<file path="src/rtl/brightness_keys_pkg.sv">
// brightness_pkg: shared key FSM type, default timing constants and counter sizing
package brightness_pkg;

    typedef enum logic [1:0] {IDLE, DELAY, REPEAT} key_state_t;

    localparam int DEF_DB_CYCLES  = 500000;
    localparam int DEF_RPT_DELAY  = 25000000;
    localparam int DEF_RPT_PERIOD = 5000000;

    localparam logic KEY_PRESSED = 1'b0;

    function automatic int cnt_width(input int a, input int b, input int c);
        int m;
        m = (a > b) ? a : b;
        m = (m > c) ? m : c;
        return (m > 2) ? $clog2(m) : 1;
    endfunction

endpackage

</file>
<file path="src/rtl/brightness_keys_if.sv">
// brightness_keys_if: raw keys and frame strobe in, brightness requests and held state out
interface brightness_keys_if;
    logic       key_up_n;
    logic       key_dn_n;
    logic       frame_start;
    logic       inc;
    logic       dec;
    logic       lvl_rst;
    logic [1:0] held;

    modport master (output key_up_n, key_dn_n, frame_start, input inc, dec, lvl_rst, held);
    modport slave  (input key_up_n, key_dn_n, frame_start, output inc, dec, lvl_rst, held);
endinterface

</file>
<file path="src/rtl/brightness_keys_debounce.sv">
// key_debounce: 2-flop synchroniser and stable-level debounce for one active-low key
module key_debounce
    import brightness_pkg::*;
#(
    parameter int DB_CYCLES = DEF_DB_CYCLES,
    parameter int CW        = 19
) (
    input  logic clk,
    input  logic rst,
    input  logic key_n,
    output logic level,
    output logic press
);
    logic [1:0]    sync;
    logic [CW-1:0] cnt;
    logic          flip;

    assign flip = (sync[1] != level) && (cnt == CW'(DB_CYCLES - 1));

    // bring the asynchronous key into the clock domain; idle state is released
    always_ff @(posedge clk or negedge rst) begin
        if (!rst) sync <= 2'b11;
        else sync <= {sync[0], key_n};
    end

    // accept a new level only after it has differed for DB_CYCLES consecutive cycles
    always_ff @(posedge clk or negedge rst) begin
        if (!rst) begin
            cnt   <= '0;
            level <= ~KEY_PRESSED;
            press <= 1'b0;
        end else begin
            cnt   <= (sync[1] == level || flip) ? '0 : cnt + CW'(1);
            level <= flip ? sync[1] : level;
            press <= flip && (sync[1] == KEY_PRESSED);
        end
    end
endmodule

</file>
<file path="src/rtl/brightness_keys.sv">
// brightness_keys: key conditioning, auto-repeat, chord reset and frame-aligned request issue
module brightness_keys
    import brightness_pkg::*;
#(
    parameter int DB_CYCLES  = DEF_DB_CYCLES,
    parameter int RPT_DELAY  = DEF_RPT_DELAY,
    parameter int RPT_PERIOD = DEF_RPT_PERIOD,
    parameter int SYNC_FRAME = 1
) (
    input logic clk,
    input logic rst,
    brightness_keys_if.slave bus
);
    localparam int CW = cnt_width(DB_CYCLES, RPT_DELAY, RPT_PERIOD);

    logic [1:0] pressed;
    logic [1:0] ev;
    logic       chord_q;
    logic       both;
    logic       block;
    logic       chord_ev;
    logic       iss;
    logic       p_inc;
    logic       p_dec;
    logic       p_rst;

    assign both     = &pressed;
    assign block    = both | chord_q;
    assign chord_ev = both & ~chord_q;
    assign iss      = (SYNC_FRAME != 0) ? bus.frame_start : 1'b1;
    assign bus.held = pressed;

    // index 1 is the up key, index 0 the down key
    for (genvar k = 0; k < 2; k++) begin : g_key
        key_state_t    state;
        key_state_t    state_nx;
        logic [CW-1:0] cnt;
        logic [CW-1:0] cnt_nx;
        logic          lvl;
        logic          prs;
        logic          ev_k;

        key_debounce #(.DB_CYCLES(DB_CYCLES), .CW(CW)) u_db (
            .clk   (clk),
            .rst   (rst),
            .key_n (k == 1 ? bus.key_up_n : bus.key_dn_n),
            .level (lvl),
            .press (prs)
        );

        assign pressed[k] = (lvl == KEY_PRESSED);
        assign ev[k]      = ev_k;

        // hold timing: press event, initial delay, then periodic repeat; chord or release parks in IDLE
        always_comb begin
            state_nx = state;
            cnt_nx   = cnt;
            ev_k     = 1'b0;
            if (!pressed[k] || block) begin
                state_nx = IDLE;
                cnt_nx   = '0;
            end else begin
                case (state)
                    IDLE: begin
                        if (prs) begin
                            ev_k     = 1'b1;
                            state_nx = DELAY;
                            cnt_nx   = '0;
                        end
                    end
                    DELAY: begin
                        if (cnt == CW'(RPT_DELAY - 1)) begin
                            ev_k     = 1'b1;
                            state_nx = REPEAT;
                            cnt_nx   = '0;
                        end else begin
                            cnt_nx = cnt + CW'(1);
                        end
                    end
                    default: begin
                        if (cnt == CW'(RPT_PERIOD - 1)) begin
                            ev_k   = 1'b1;
                            cnt_nx = '0;
                        end else begin
                            cnt_nx = cnt + CW'(1);
                        end
                    end
                endcase
            end
        end

        // key FSM state and hold counter
        always_ff @(posedge clk or negedge rst) begin
            if (!rst) begin
                state <= IDLE;
                cnt   <= '0;
            end else begin
                state <= state_nx;
                cnt   <= cnt_nx;
            end
        end
    end

    // chord stays latched until both keys are released, so it fires once per chord
    always_ff @(posedge clk or negedge rst) begin
        if (!rst) chord_q <= 1'b0;
        else chord_q <= both | (chord_q & |pressed);
    end

    // every issue point consumes all flags; events landing on an issue point wait for the next one
    always_ff @(posedge clk or negedge rst) begin
        if (!rst) begin
            p_inc       <= 1'b0;
            p_dec       <= 1'b0;
            p_rst       <= 1'b0;
            bus.inc     <= 1'b0;
            bus.dec     <= 1'b0;
            bus.lvl_rst <= 1'b0;
        end else begin
            bus.lvl_rst <= iss & p_rst;
            bus.inc     <= iss & ~p_rst & p_inc & ~p_dec;
            bus.dec     <= iss & ~p_rst & p_dec & ~p_inc;
            p_rst       <= chord_ev | (~iss & p_rst);
            p_inc       <= ev[1] | (~iss & p_inc);
            p_dec       <= ev[0] | (~iss & p_dec);
        end
    end
endmodule

</file>
<file path="src/flat_wrapper.sv">
// flat-port wrapper written by rule: the top's interface ports become plain ports
module brightness_keys_flat import brightness_pkg::*;
#(
    parameter int DB_CYCLES  = DEF_DB_CYCLES,
    parameter int RPT_DELAY  = DEF_RPT_DELAY,
    parameter int RPT_PERIOD = DEF_RPT_PERIOD,
    parameter int SYNC_FRAME = 1
)
  (clk, rst, bus_key_up_n, bus_key_dn_n, bus_frame_start, bus_inc, bus_dec, bus_lvl_rst, bus_held);
  brightness_keys_if bus_i ();
  input logic clk;
  input logic rst;
  input wire logic [$bits(bus_i.key_up_n)-1:0] bus_key_up_n;
  input wire logic [$bits(bus_i.key_dn_n)-1:0] bus_key_dn_n;
  input wire logic [$bits(bus_i.frame_start)-1:0] bus_frame_start;
  output wire logic [$bits(bus_i.inc)-1:0] bus_inc;
  output wire logic [$bits(bus_i.dec)-1:0] bus_dec;
  output wire logic [$bits(bus_i.lvl_rst)-1:0] bus_lvl_rst;
  output wire logic [$bits(bus_i.held)-1:0] bus_held;
  assign bus_i.key_up_n = bus_key_up_n;
  assign bus_i.key_dn_n = bus_key_dn_n;
  assign bus_i.frame_start = bus_frame_start;
  assign bus_inc = bus_i.inc;
  assign bus_dec = bus_i.dec;
  assign bus_lvl_rst = bus_i.lvl_rst;
  assign bus_held = bus_i.held;
  brightness_keys #(.DB_CYCLES(DB_CYCLES), .RPT_DELAY(RPT_DELAY), .RPT_PERIOD(RPT_PERIOD), .SYNC_FRAME(SYNC_FRAME)) u_core (.clk(clk), .rst(rst), .bus(bus_i));
endmodule
</file>
<file path="config.mk">
export PLATFORM = sky130hd
export DESIGN_NAME = brightness_keys_flat
export DESIGN_NICKNAME = d
export VERILOG_FILES = /design/src/rtl/brightness_keys_pkg.sv /design/src/rtl/brightness_keys_if.sv /design/src/rtl/brightness_keys_debounce.sv /design/src/rtl/brightness_keys.sv /design/src/flat_wrapper.sv
export SDC_FILE = /design/constraint.sdc
export NUM_CORES = 1
export LEC_CHECK = 0
export CAP_MARGIN = 10
export CORE_MARGIN = 2
export CORE_UTILIZATION = 40
export CTS_BUF_LIST = sky130_fd_sc_hd__clkbuf_8
export DETAILED_ROUTE_END_ITERATION = 10
export MAX_ROUTING_LAYER = met4
export SETUP_SLACK_MARGIN = 0.1
export SLEW_MARGIN = 25
export SYNTH_ARGS = -nofsm -noshare
export SYNTH_HDL_FRONTEND = slang
export SYNTH_HIERARCHICAL = 1
export SYNTH_SLANG_ARGS = --single-unit
</file>
<file path="constraint.sdc">
create_clock -name clk -period 2.2 [get_ports clk]
set_input_delay 0.66 -clock clk [delete_from_list [all_inputs] [get_ports clk]]
set_output_delay 0.66 -clock clk [all_outputs]
set_load 0.05 [all_outputs]
</file>
## After elaboration in Yosys (flattened, before gate mapping)

Index checks and enable logic that the tools add are counted.

| word-level totals | value |
|---|---|
| register bits | 119 |
| output and inout bits | 5 |

| cells by class | value |
|---|---|
| add/subtract/negate cells | 4 |
| eq/ne operators | 16 |
| muxes and demuxes | 30 |
| bitwise logic cells | 25 |
| reductions and logical operators | 16 |

Operator list:

| kind | number |
|---|---|
| 25-bit two-way mux | 10 |
| 25-bit by 1-bit adder with 25-bit output, second input constant | 4 |
| 25-bit one-hot mux with 2 select lines | 2 |
| 25-bit by 19-bit == test with 1-bit output, second input constant | 2 |
| 25-bit by 23-bit == test with 1-bit output, second input constant | 2 |
| 25-bit == test, second input constant | 2 |
| 2-bit two-way mux | 6 |
| 1-bit bitwise AND | 11 |
| 1-bit inverter | 9 |
| 1-bit two-way mux | 8 |
| 2-bit one-hot mux with 2 select lines | 2 |
| 3-bit by 1-bit != test with 1-bit output, second input constant | 2 |
| 3-bit by 2-bit != test with 1-bit output, second input constant | 2 |
| 3-bit AND reduction | 2 |
| 3-bit nonzero test | 2 |
| 1-bit bitwise OR | 5 |
| 2-bit by 1-bit == test with 1-bit output, second input constant | 2 |
| 1-bit logical AND | 4 |
| 2-bit zero test | 2 |
| 1-bit logical OR | 4 |
| 1-bit one-hot mux with 2 select lines | 2 |
| 1-bit == test | 2 |
| 1-bit != test | 2 |
| 2-bit AND reduction | 1 |
| 2-bit OR reduction | 1 |

## Logic depth before layout (Yosys ltp)

Gate-level depths: netlist (run 1).

| depth | value |
|---|---|
| depth after elaboration | 6 |
| depth in mapped cells | 7 |

## Modules after synthesis

Netlist (run 1), hierarchy kept.

By module, submodules not included:

| module | times used | cells an instance | area an instance (um^2) | sequential area each (um^2) |
|---|---|---|---|---|
| brightness_keys | 1 | 376 | 3523.4 | 1526.5 |
| key_debounce | 2 | 141 | 1437.6 | 729.4 |

## Worst setup path before layout (run 1)

No wires, ideal clock.

| path | value |
|---|---|
| kind | register -> register |
| start point | register u_core.g_key[0].u_db.level |
| end point | register u_core.g_key[1].cnt[12] |
| setup time | 82 ps |
| data arrival time | 2037 ps |
| required time | 2118 ps |
| path slack | 81 ps |
| cell stages (with the launch flop) | 8 |
| buffers on the path | 3 |
| clock period less this slack | 2119 ps |
| cells stage by stage | dfstp_2 -> inv_2 -> or3_1 -> buf_2 -> or4_1 -> buf_2 -> buf_6 -> a31oi_1 |

| between the ends | value |
|---|---|
| longest elaborated chain between the ends | 5 |
| elaborated cells between the ends (all ways) | 6 |
| those cells by class | eq/ne: 1; mux: 1; bitwise: 2; reduce/logical: 2 |

Ends and longest elaborated chain:

| item | RTL line | RTL |
|---|---|---|
| start: declaration | brightness_keys_debounce.sv:11 | `output logic level,` |
| start signal: assignment | brightness_keys_debounce.sv:30 | `level <= ~KEY_PRESSED;` |
| start signal: assignment | brightness_keys_debounce.sv:34 | `level <= flip ? sync[1] : level;` |
| 1-bit inverter (*) | brightness_keys.sv:51 | `assign pressed[k] = (lvl == KEY_PRESSED);` |
| net bus_held[0] | flat_wrapper.sv:19 | `output wire logic [$bits(bus_i.held)-1:0] bus_held;` |
| 2-bit AND reduction (*) | brightness_keys.sv:27 | `assign both = &pressed;` |
| 1-bit bitwise OR (*) | brightness_keys.sv:28 | `assign block = both \| chord_q;` |
| 1-bit logical OR (*) | brightness_keys.sv:59 | `if (!pressed[k] \|\| block) begin` |
| 3-bit by 2-bit != test with 1-bit output (no source line) or 25-bit two-way mux (tied branches) | - |  |
| end signal: assignment | brightness_keys.sv:99 | `cnt <= cnt_nx;` |
| end: declaration | brightness_keys.sv:37 | `logic [CW-1:0] cnt;` |

The timed path passes the listed nets; every way through them passes the cells marked *.
A chain may end at the register's enable or synchronous reset.

## Worst setup path after layout (run 1)

| path | value |
|---|---|
| start point | register u_core.g_key[0].cnt[15] |
| end point | register u_core.g_key[0].cnt[10] |

| between the ends | value |
|---|---|
| longest elaborated chain between the ends | 4 |
| elaborated cells between the ends (all ways) | 6 |
| those cells by class | eq/ne: 2; mux: 4 |

Ends and longest elaborated chain:

| item | RTL line | RTL |
|---|---|---|
| start: declaration | brightness_keys.sv:37 |  |
| start signal: assignment | brightness_keys.sv:99 |  |
| 25-bit by 23-bit == test with 1-bit output or 25-bit == test (tied branches) | brightness_keys.sv:81, brightness_keys.sv:72 |  |
| 25-bit two-way mux (on tied branches) | brightness_keys.sv:81, brightness_keys.sv:72 |  |
| 25-bit one-hot mux with 2 select lines (*) | brightness_keys.sv:63 | `case (state)` |
| 25-bit two-way mux (*) | brightness_keys.sv:59 |  |

Every way passes the cells marked *; elsewhere a longest branch is shown, timed or not.

==> impl_metrics.toml, run 1 <==
[run_status]
status = "finished clean"

[yosys]
synthArstFlopShare = 1.00
yosys_warnings = 6
synth.distinct_cells = 70
avgSynthCellArea_um2 = 9.72
synth_nets = 667
synthFlopType = "dfrtp_1"
yosysSeqAreaShare = 0.467
syn_area_um2 = 6400
synth_edf_count = 0
ys_seq_elements = 119
syn_inst = 658

[clock_network]
clkTransAtPathRegs_ns = 0.07
ctsHoldBuffers = 0
cts_tree = "done"
numCtsBuffers = 17
clockBufferDepth = 2
cts-root-buf = "clkbuf_8"
clkLatencyLatePin_ns = 0.44
htree_levels = 4
cts.sinks = 119

[sta]
tns_ns = 0
relSlewSlack = 0.595
period_minus_slack_ns = 2.15
max_slew.worst_pin.slew_ns = 0.603
hold_viol = 0
slew_violations = 0
worst_clock_skew_ns = 0.00827
finalCritPeriodShare = 0.975
clock.fmax_ghz = 0.466
rsz0062_at_grt = "yes"
setup_viol = 0

[detailed_routing]
routedWlPerCell_um = 15.4
routed_wl_mm = 14.3
drt-initial-drc-count = 428
drtPass1Iterations = 5
ant_nets = 0
vias = 5259
vias_per_cell = 5.65
drc = 0

[critical_path]
path_class = "flop to flop"
crit_fanout = 5
rrSetupSlack_ns = 0.05
start_kind = "flop"
reg2reg_to = "u_core/g_key[0].cnt[10]"
worstPathRequired_ns = 2.53
startpoint = "u_core/g_key[0].cnt[15]"
arrival_ns = 2.47
ff2ff_path_depth = 6
critPathCaptureType = "flop"
r2r-start = "u_core/g_key[0].cnt[15]"

[finish]
final_cell_area_um2 = 7370
area_growth_pct = 15.1
nFillCells = 1521
layout.cells.non_filler = 930
nNetsFinal = 710
drive_gt1_frac = 0.162
antennaDiodeCount = 0
layout_common_cells = "dfrtp_1 (111), nor2_1 (67), nand3_1 (42)"
final_common_cell = "dfrtp_1"

[die]
chipWidth_um = 130
rows = 46
io_pins = 10
die_h_um = 130
die-area_um2 = 17000
core_um2 = 15800
initial_core_util = 0.406

[power_and_ir_drop]
power_per_cell_area_nw_per_um2 = 555
irDropWorstVdd_uv = 345
p_leak_nw = 2.86
power_mw = 4.09

[grt]
grt_first_pass_wirelength_mm = 24.3
grt_pass1_vias = 5111
grt_max_degree = 47
antenna_found_initial = 0
grt_usage = 0.186
grt-ovfl-total = 0

[placed_design]
dp_hpwl_mm = 9.44
place_area_um2 = 6880
placed_cells = 891
routabilityCongestion = 0.858
io_buffer_count = 9

[run]
maxCapViolCount = 0

[min_path]
hold_class = "input pin to async pin"
==> layer usage <==
| layer | wire [um] | vias to the layer above | GRT usage |
|---|---|---|---|
| li1 | - | 2559 | - |
| met1 | 6700 | 2603 | 0.242 |
| met2 | 6910 | 87 | 0.282 |
| met3 | 541 | 10 | 0.0513 |
| met4 | 148 | 0 | 0.0607 |
| met5 | 0 | - | - |
==> logic make-up after synthesis <==
kind of cell,synth area share
flops,0.467
mux,0.00665
fa+ha+maj,0.00939
compound gates,0.125
xor+xnor,0.0643
buf+inv,0.0391
simple gates,0.289
==> power breakdown <==
group	switching [mW]	total (mW)	internal (mW)
registers	0.0118	2.22	2.20
clock network	0.882	1.77	0.891
logic	0.0712	0.0983	0.0270
total	0.965	4.09	3.12
==> worst max-delay path, stage by stage, from the launching register on <==
cell     delay (ns)
dfrtp_2        0.42
or4_4          0.57
nor4_4         0.20
nand4_1        0.23
a31oi_4        0.37
buf_6          0.18
o21ai_1        0.06
==> worst max-delay path by stage <==
stage                                          to  cells past startpoint  slack [ns]
final                     u_core/g_key[0].cnt[10]                      6        0.05
after global routing      u_core/g_key[0].cnt[15]                      6        0.05
after CTS                 u_core/g_key[0].cnt[10]                      5        0.12
after detailed placement  u_core/g_key[0].cnt[10]                      7        0.13
after global placement    u_core/g_key[0].cnt[10]                      5        0.15
after floorplan           u_core/g_key[1].cnt[12]                      7        0.11
==> registers in the layout (all words and copies together) (netlist names) <==
register,cells
u_core/p_rst,1
u_core/bus.inc,1
u_core/g_key.cnt,50
u_core/g_key.u_db/level,2
u_core/p_dec,1
u_core/g_key.u_db/cnt,50
u_core/bus.lvl_rst,1
u_core/g_key.state,4
u_core/g_key.u_db/press,2
u_core/chord_q,1
u_core/bus.dec,1
u_core/p_inc,1
u_core/g_key.u_db/sync,4
==> Yosys cell counts (13+ instances only) <==
library cell | count | area (um^2)
nand4_1 | 27 | 169
nand3_1 | 43 | 215
nand2_1 | 41 | 154
and3_1 | 14 | 87.6
nor2_1 | 71 | 267
a31oi_1 | 41 | 257
nand3b_1 | 16 | 120
a21oi_1 | 25 | 125
nor3_1 | 13 | 65.1
dfrtp_1 | 113 | 2830
inv_1 | 18 | 67.6
xnor2_1 | 16 | 140
xor2_1 | 31 | 272
==> through the flow <==
stage                     setup WS [ns]   util  hold slack, ns
after floorplan                   0.114      -           0.345
after global placement            0.152  0.436           0.356
after detailed placement          0.125  0.436           0.356
after CTS                         0.116  0.459           0.168
after global routing             0.0492  0.467           0.182
final                            0.0550  0.467           0.186
==> layout make-up <==
cell class	instances	area, um^2	area share
clock inverters	14	98.8	0.0134
clock buffers	18	248	0.0336
flip-flops and latches	119	2990	0.406
well taps	216	270	0.0367
inverters	19	73.8	0.0100
repair buffers	50	452	0.0613
multi-input cells	494	3240	0.439
==> what timing repair did <==
item,CTS,global route
pin swaps,0,7
setup endpoints to repair,23,35
setup buffers,0,5
gates cloned,0,2
resized for setup,5,20
No activity file was read; power rests on OpenSTA's default activity.
==> run 2: changes to the inputs <==
CTS_BUF_LIST = not set   (was sky130_fd_sc_hd__clkbuf_8)
==> run 2 against run 1 <==
  * Cell count did not move
  * Non-clock buffer count did not move
  * Clock skew fell by 0.00065 ns
  * Flip-flop and latch count did not move
  * Largest power group is now the clock network
  * Highest routed layer unchanged
==> impl_metrics.toml, run 2 (synthesized netlist as in run 1, its figures left out) <==
[min_path]
hold_class = "input pin to async pin"

[sta]
final.setup.worst_slack_ns = 0.108
tns_ns = 0
rsz0062_at_grt = "yes"
hold_viol = 0
period_minus_slack_ns = 2.09
finalCritPeriodShare = 0.951
relSlewSlack = 0.577
max_slew.worst_pin.slew_ns = 0.630
slew_violations = 0
clock.fmax_ghz = 0.478
setup_viol = 0
worst_clock_skew_ns = 0.00762

[finish]
nNetsFinal = 710
layout_common_cells = "dfrtp_1 (111), nor2_1 (71), nand3_1 (42)"
seqCellArea_um2 = 2990
reg.largest.list = "u_core/g_key.cnt (50), u_core/g_key.u_db/cnt (50)"
postLayoutCoreUtil = 0.482
antennaDiodeCount = 0
multiInputGateArea_um2 = 3240
drive_gt1_frac = 0.160
final_common_cell = "dfrtp_1"
nFillCells = 1495
layout.cells.non_filler = 930
area_growth_pct = 18.9

[clock_network]
clkLatencyLatePin_ns = 0.42
ctsHoldBuffers = 0
clockBufferDepth = 2
cts_tree = "done"
cts-root-buf = "clkbuf_16"
htree_levels = 4
clkTransAtPathRegs_ns = 0.06
cts.sinks = 119
numCtsBuffers = 17

[critical_path]
start_kind = "flop"
path_class = "flop to flop"
cp_num_buf_inv = 1
path_cells = "or4_4 > nor4_4 > nand4_1 > a31oi_2 > buf_6 > o21ai_1"
cp_slowest_cell = "or4_4"
slowest_delay_ns = 0.55
critPathCaptureType = "flop"
arrival_ns = 2.39
worstPathRequired_ns = 2.50
crit_fanout = 9
crit_family = "simple AND/OR/NAND/NOR gates"

[power_and_ir_drop]
p_clk_frac = 0.523
p_comb_frac = 0.020
power_mw = 4.86
p_int_mw = 3.81
seqPwrFrac = 0.456
power_per_cell_area_nw_per_um2 = 639
irDropWorstVdd_uv = 578
switching_share = 0.217
p_leak_nw = 2.96
power_switching_mw = 1.05

[die]
rows = 46
chipWidth_um = 130
io_pins = 10
core_um2 = 15800
die_h_um = 130
initial_core_util = 0.406
die-area_um2 = 17000

[detailed_routing]
routedWlPerCell_um = 15.6
routed_wl_mm = 14.5
ant_nets = 0
drtPass1Iterations = 5
vias = 5296
vias_per_cell = 5.69
drc = 0
drt-initial-drc-count = 383

[run_status]
status = "finished clean"

[placed_design]
io_buffer_count = 9
placed_cells = 891
routabilityCongestion = 0.858
dp_slack_ns = 0.125
dp_hpwl_mm = 9.44

[grt]
antenna_found_initial = 0
grt_first_pass_wirelength_mm = 24.3
grt_usage = 0.186
grt_max_degree = 47
grt_pass1_vias = 5125
grt-ovfl-total = 0

[run]
maxCapViolCount = 0
run 2: cell count changes in the layout (fill, tap and decap cells not counted), moves of 3 or more:
cell | before | now
clkbuf_16 | 0 | 20
nor2_2 | 3 | 0
a31oi_1 | 40 | 36
clkbuf_8 | 18 | 1
clkbuf_1 | 0 | 5
a31oi_2 | 0 | 4
nor2_1 | 67 | 71
buf_4 | 36 | 33
inv_1 | 23 | 18
run 2: worst paths after layout:
check / start / to / slack, ns / depth (start not counted)
min in group clk: u_core/g_key[1].u_db/sync[0] / u_core/g_key[1].u_db/sync[1] / 0.37 / 0
setup reg to reg: u_core/g_key[0].cnt[15] / u_core/g_key[0].cnt[10] / 0.11 / 6
hold / removal: rst / u_core/g_key[0].u_db/cnt[15] / 0.22 / 1
setup / recovery: u_core/g_key[0].cnt[15] / u_core/g_key[0].cnt[10] / 0.11 / 6
hold reg to reg: u_core/g_key[1].u_db/sync[0] / u_core/g_key[1].u_db/sync[1] / 0.37 / 0
max in group asynchronous: rst / u_core/g_key[1].state[1] / 1.37 / 2
run 2: metrics by stage:
step | hold WS (ns) | instance area, um^2
finish | 0.219 | 7610
global route | 0.233 | 7610
CTS | 0.216 | 7410
detailed placement | 0.356 | 6880
global placement | 0.356 | 6880
floorplan | 0.345 | 6400
run 2: power groups by stage:
stage	clock network, mW	logic, mW	registers [mW]
after floorplan	0	0.0340	2.25
after global placement	0	0.0999	2.26
after detailed placement	0	0.103	2.26
after CTS	2.61	0.104	2.22
after global routing	2.72	0.116	2.22
final	2.54	0.0991	2.22
run 2: routing by layer:
layer | up-vias | part of all wire | track usage
li1 | 2556 | - | -
met1 | 2611 | 0.47 | 0.241
met2 | 109 | 0.47 | 0.281
met3 | 20 | 0.046 | 0.0537
met4 | 0 | 0.015 | 0.0626
met5 | - | 0 | -
run 2: final cells by class:
class | count | share of cell area
Clock inverter | 9 | 0.0105
Sequential cell | 119 | 0.393
Clock buffer | 23 | 0.0602
Inverter | 19 | 0.00971
Multi-Input combinational cell | 494 | 0.426
Tap cell | 216 | 0.0355
Timing Repair Buffer | 50 | 0.0655
run 2: worst register-to-register path, cell delays in order (launching register included):
cell,delay [ns]
dfrtp_2,0.43
or4_4,0.55
nor4_4,0.27
nand4_1,0.19
a31oi_2,0.30
buf_6,0.17
o21ai_1,0.07
run 2: timing repair:
action,in CTS,in global routing
setup endpoints to repair,3,37
gates resized for setup,3,17
pin swaps,0,6
setup buffers,0,3
gates cloned,0,4
==> run 3: changes to the inputs <==
CORE_MARGIN = not set   (was 2)
SETUP_SLACK_MARGIN = 0.4   (was 0.1)
==> run 3 against run 2 <==
  * Clock power rose by 13%
  * Cell area grew 10%
  * Worst hold slack got worse by 0.052 ns
  * Cell count grew 3.7%
  * Via count rose by 5.3%
  * Combinational power grew 32%
  * Routed wire length rose by 12%
  * Highest routed layer unchanged
  * Clock skew about the same
  * First-iteration DRC count down 2.9%
  * Flip-flop and latch count unchanged
  * Worst setup slack gained 0.078 ns
==> impl_metrics.toml, run 3 (synthesized netlist as in run 1, its figures left out) <==
[placed_design]
routabilityCongestion = 0.852
io_buffer_count = 9
dp_hpwl_mm = 9.36
placed_cells = 882

[sta]
finalCritPeriodShare = 0.916
tns_ns = 0
period_minus_slack_ns = 2.01
worst_hold_slack_ns = 0.168
relSlewSlack = 0.625
hold_viol = 0
setup_viol = 0
worst_clock_skew_ns = 0.00748
clock.fmax_ghz = 0.496
slew_violations = 0
max_slew.worst_pin.slew_ns = 0.562
rsz0062_at_grt = "yes"

[finish]
nNetsFinal = 750
antennaDiodeCount = 0
final_common_cell = "dfrtp_1"
area_growth_pct = 30.8
layout_common_cells = "dfrtp_1 (104), nor2_1 (68), buf_4 (49)"
drive_gt1_frac = 0.275
layout.cells.non_filler = 964
reg.largest.list = "u_core/g_key.cnt (50), u_core/g_key.u_db/cnt (50)"

[grt]
grt-ovfl-total = 0
grt_max_degree = 47
antenna_found_initial = 0
grt_first_pass_wirelength_mm = 25.4
grt_pass1_vias = 5087
grt_usage = 0.200

[clock_network]
clkLatencyLatePin_ns = 0.42
numCtsBuffers = 17
cts-root-buf = "clkbuf_16"
clkTransAtPathRegs_ns = 0.06
htree_levels = 4
clockBufferDepth = 2
cts_tree = "done"
cts.sinks = 119

[detailed_routing]
vias = 5577
vias_per_cell = 5.79
routed_wl_mm = 16.3
ant_nets = 0
drtPass1Iterations = 5
drc = 0
routedWlPerCell_um = 16.9
drt-initial-drc-count = 372

[die]
io_pins = 10
die-area_um2 = 16500
rows = 45
core_um2 = 15400
chipWidth_um = 128
die_h_um = 128
initial_core_util = 0.415

[critical_path]
crit_fanout = 9
worstPathRequired_ns = 2.50
path_class = "flop to flop"
slowest_delay_ns = 0.59
critPathCaptureType = "flop"
path_cells = "or4_4 > nor4_4 > a21oi_4 > a31oi_4 > buf_6 > o21ai_1"
arrival_ns = 2.32
cp_slowest_cell = "or4_4"
start_kind = "flop"

[run_status]
status = "finished clean"

[power_and_ir_drop]
power_per_cell_area_nw_per_um2 = 623
irDropWorstVdd_uv = 521
p_leak_nw = 3.23

[run]
maxCapViolCount = 0

[min_path]
hold_class = "input pin to async pin"
[run 3: cell count changes in the layout (fill, tap and decap cells not counted), sizes merged]
cell	previous run	this run
buf	41	74
bufinv	1	3
clkbuf	26	31
clkdlybuf4s15	0	2
clkinv	7	5
dlygate4sd2	3	0
or4	13	15
[run 3: through the flow]
step / utilization / worst slack (ns) / area (um^2) / total power [mW]
after global routing: 0.542 / 0.0730 / 8370 / 5.39
after floorplan: - / 0.125 / 6480 / 2.29
after CTS: 0.503 / 0.232 / 7760 / 5.22
after detailed placement: 0.445 / 0.0479 / 6870 / 2.36
final: 0.542 / 0.185 / 8370 / 5.21
after global placement: 0.445 / 0.132 / 6870 / 2.36
[run 3: critical path: cells and delay by family, from the launching register on]
family	cells	cell delay, ns
buffers and inverters	1	0.17
flip-flops	1	0.41
AO/OA/AOI/OAI	3	0.39
AND/OR/NAND/NOR	2	0.94
[run 3: routing by layer]
layer,global-route usage,wire [um],up-vias,part of all wire
met5,-,0,-,0
met4,0.0519,232,0,0.014
met3,0.0503,576,20,0.035
met2,0.306,7710,116,0.47
met1,0.263,7740,2800,0.48
li1,-,-,2641,-
[run 3: layout make-up]
class                   instances  area (um^2)
fillers                      1378         7060
multi-input cells             496         3560
flip-flops and latches        119         3000
repair buffers                 88          862
clock buffers                  22          484
well taps                     211          264
clock inverters                 9          123
inverters                      19         78.8
[run 3: path summary, 6_finish.rpt]
path                                                   start                      endpoint  slack (ns)  cells after the start
worst min register to register  u_core/g_key[1].u_db/sync[0]  u_core/g_key[1].u_db/sync[1]        0.36                      0
worst min-delay path                                     rst        u_core/g_key[0].cnt[8]        0.17                      1
max in group asynchronous                                rst       u_core/g_key[1].cnt[23]        1.44                      2
worst max register to register       u_core/g_key[0].cnt[17]       u_core/g_key[0].cnt[10]        0.19                      6
worst max-delay path                 u_core/g_key[0].cnt[17]       u_core/g_key[0].cnt[10]        0.19                      6
min in group clk                u_core/g_key[1].u_db/sync[0]  u_core/g_key[1].u_db/sync[1]        0.36                      0
[run 3: report_power, final]
part / switching (mW) / leakage, nW / internal (mW)
sequential: 0.0156 / 1.62 / 2.21
combinational: 0.0831 / 1.31 / 0.0476
clock: 0.973 / 0.302 / 1.88
total: 1.07 / 3.23 / 4.14
[run 3: repair_timing]
action / CTS / global route
endpoints found under the setup margin: 75 / 108
pin swaps: 15 / 26
cloned: 2 / 8
resized for setup: 46 / 70
setup buffers: 15 / 26
hold buffers: 0 / 0
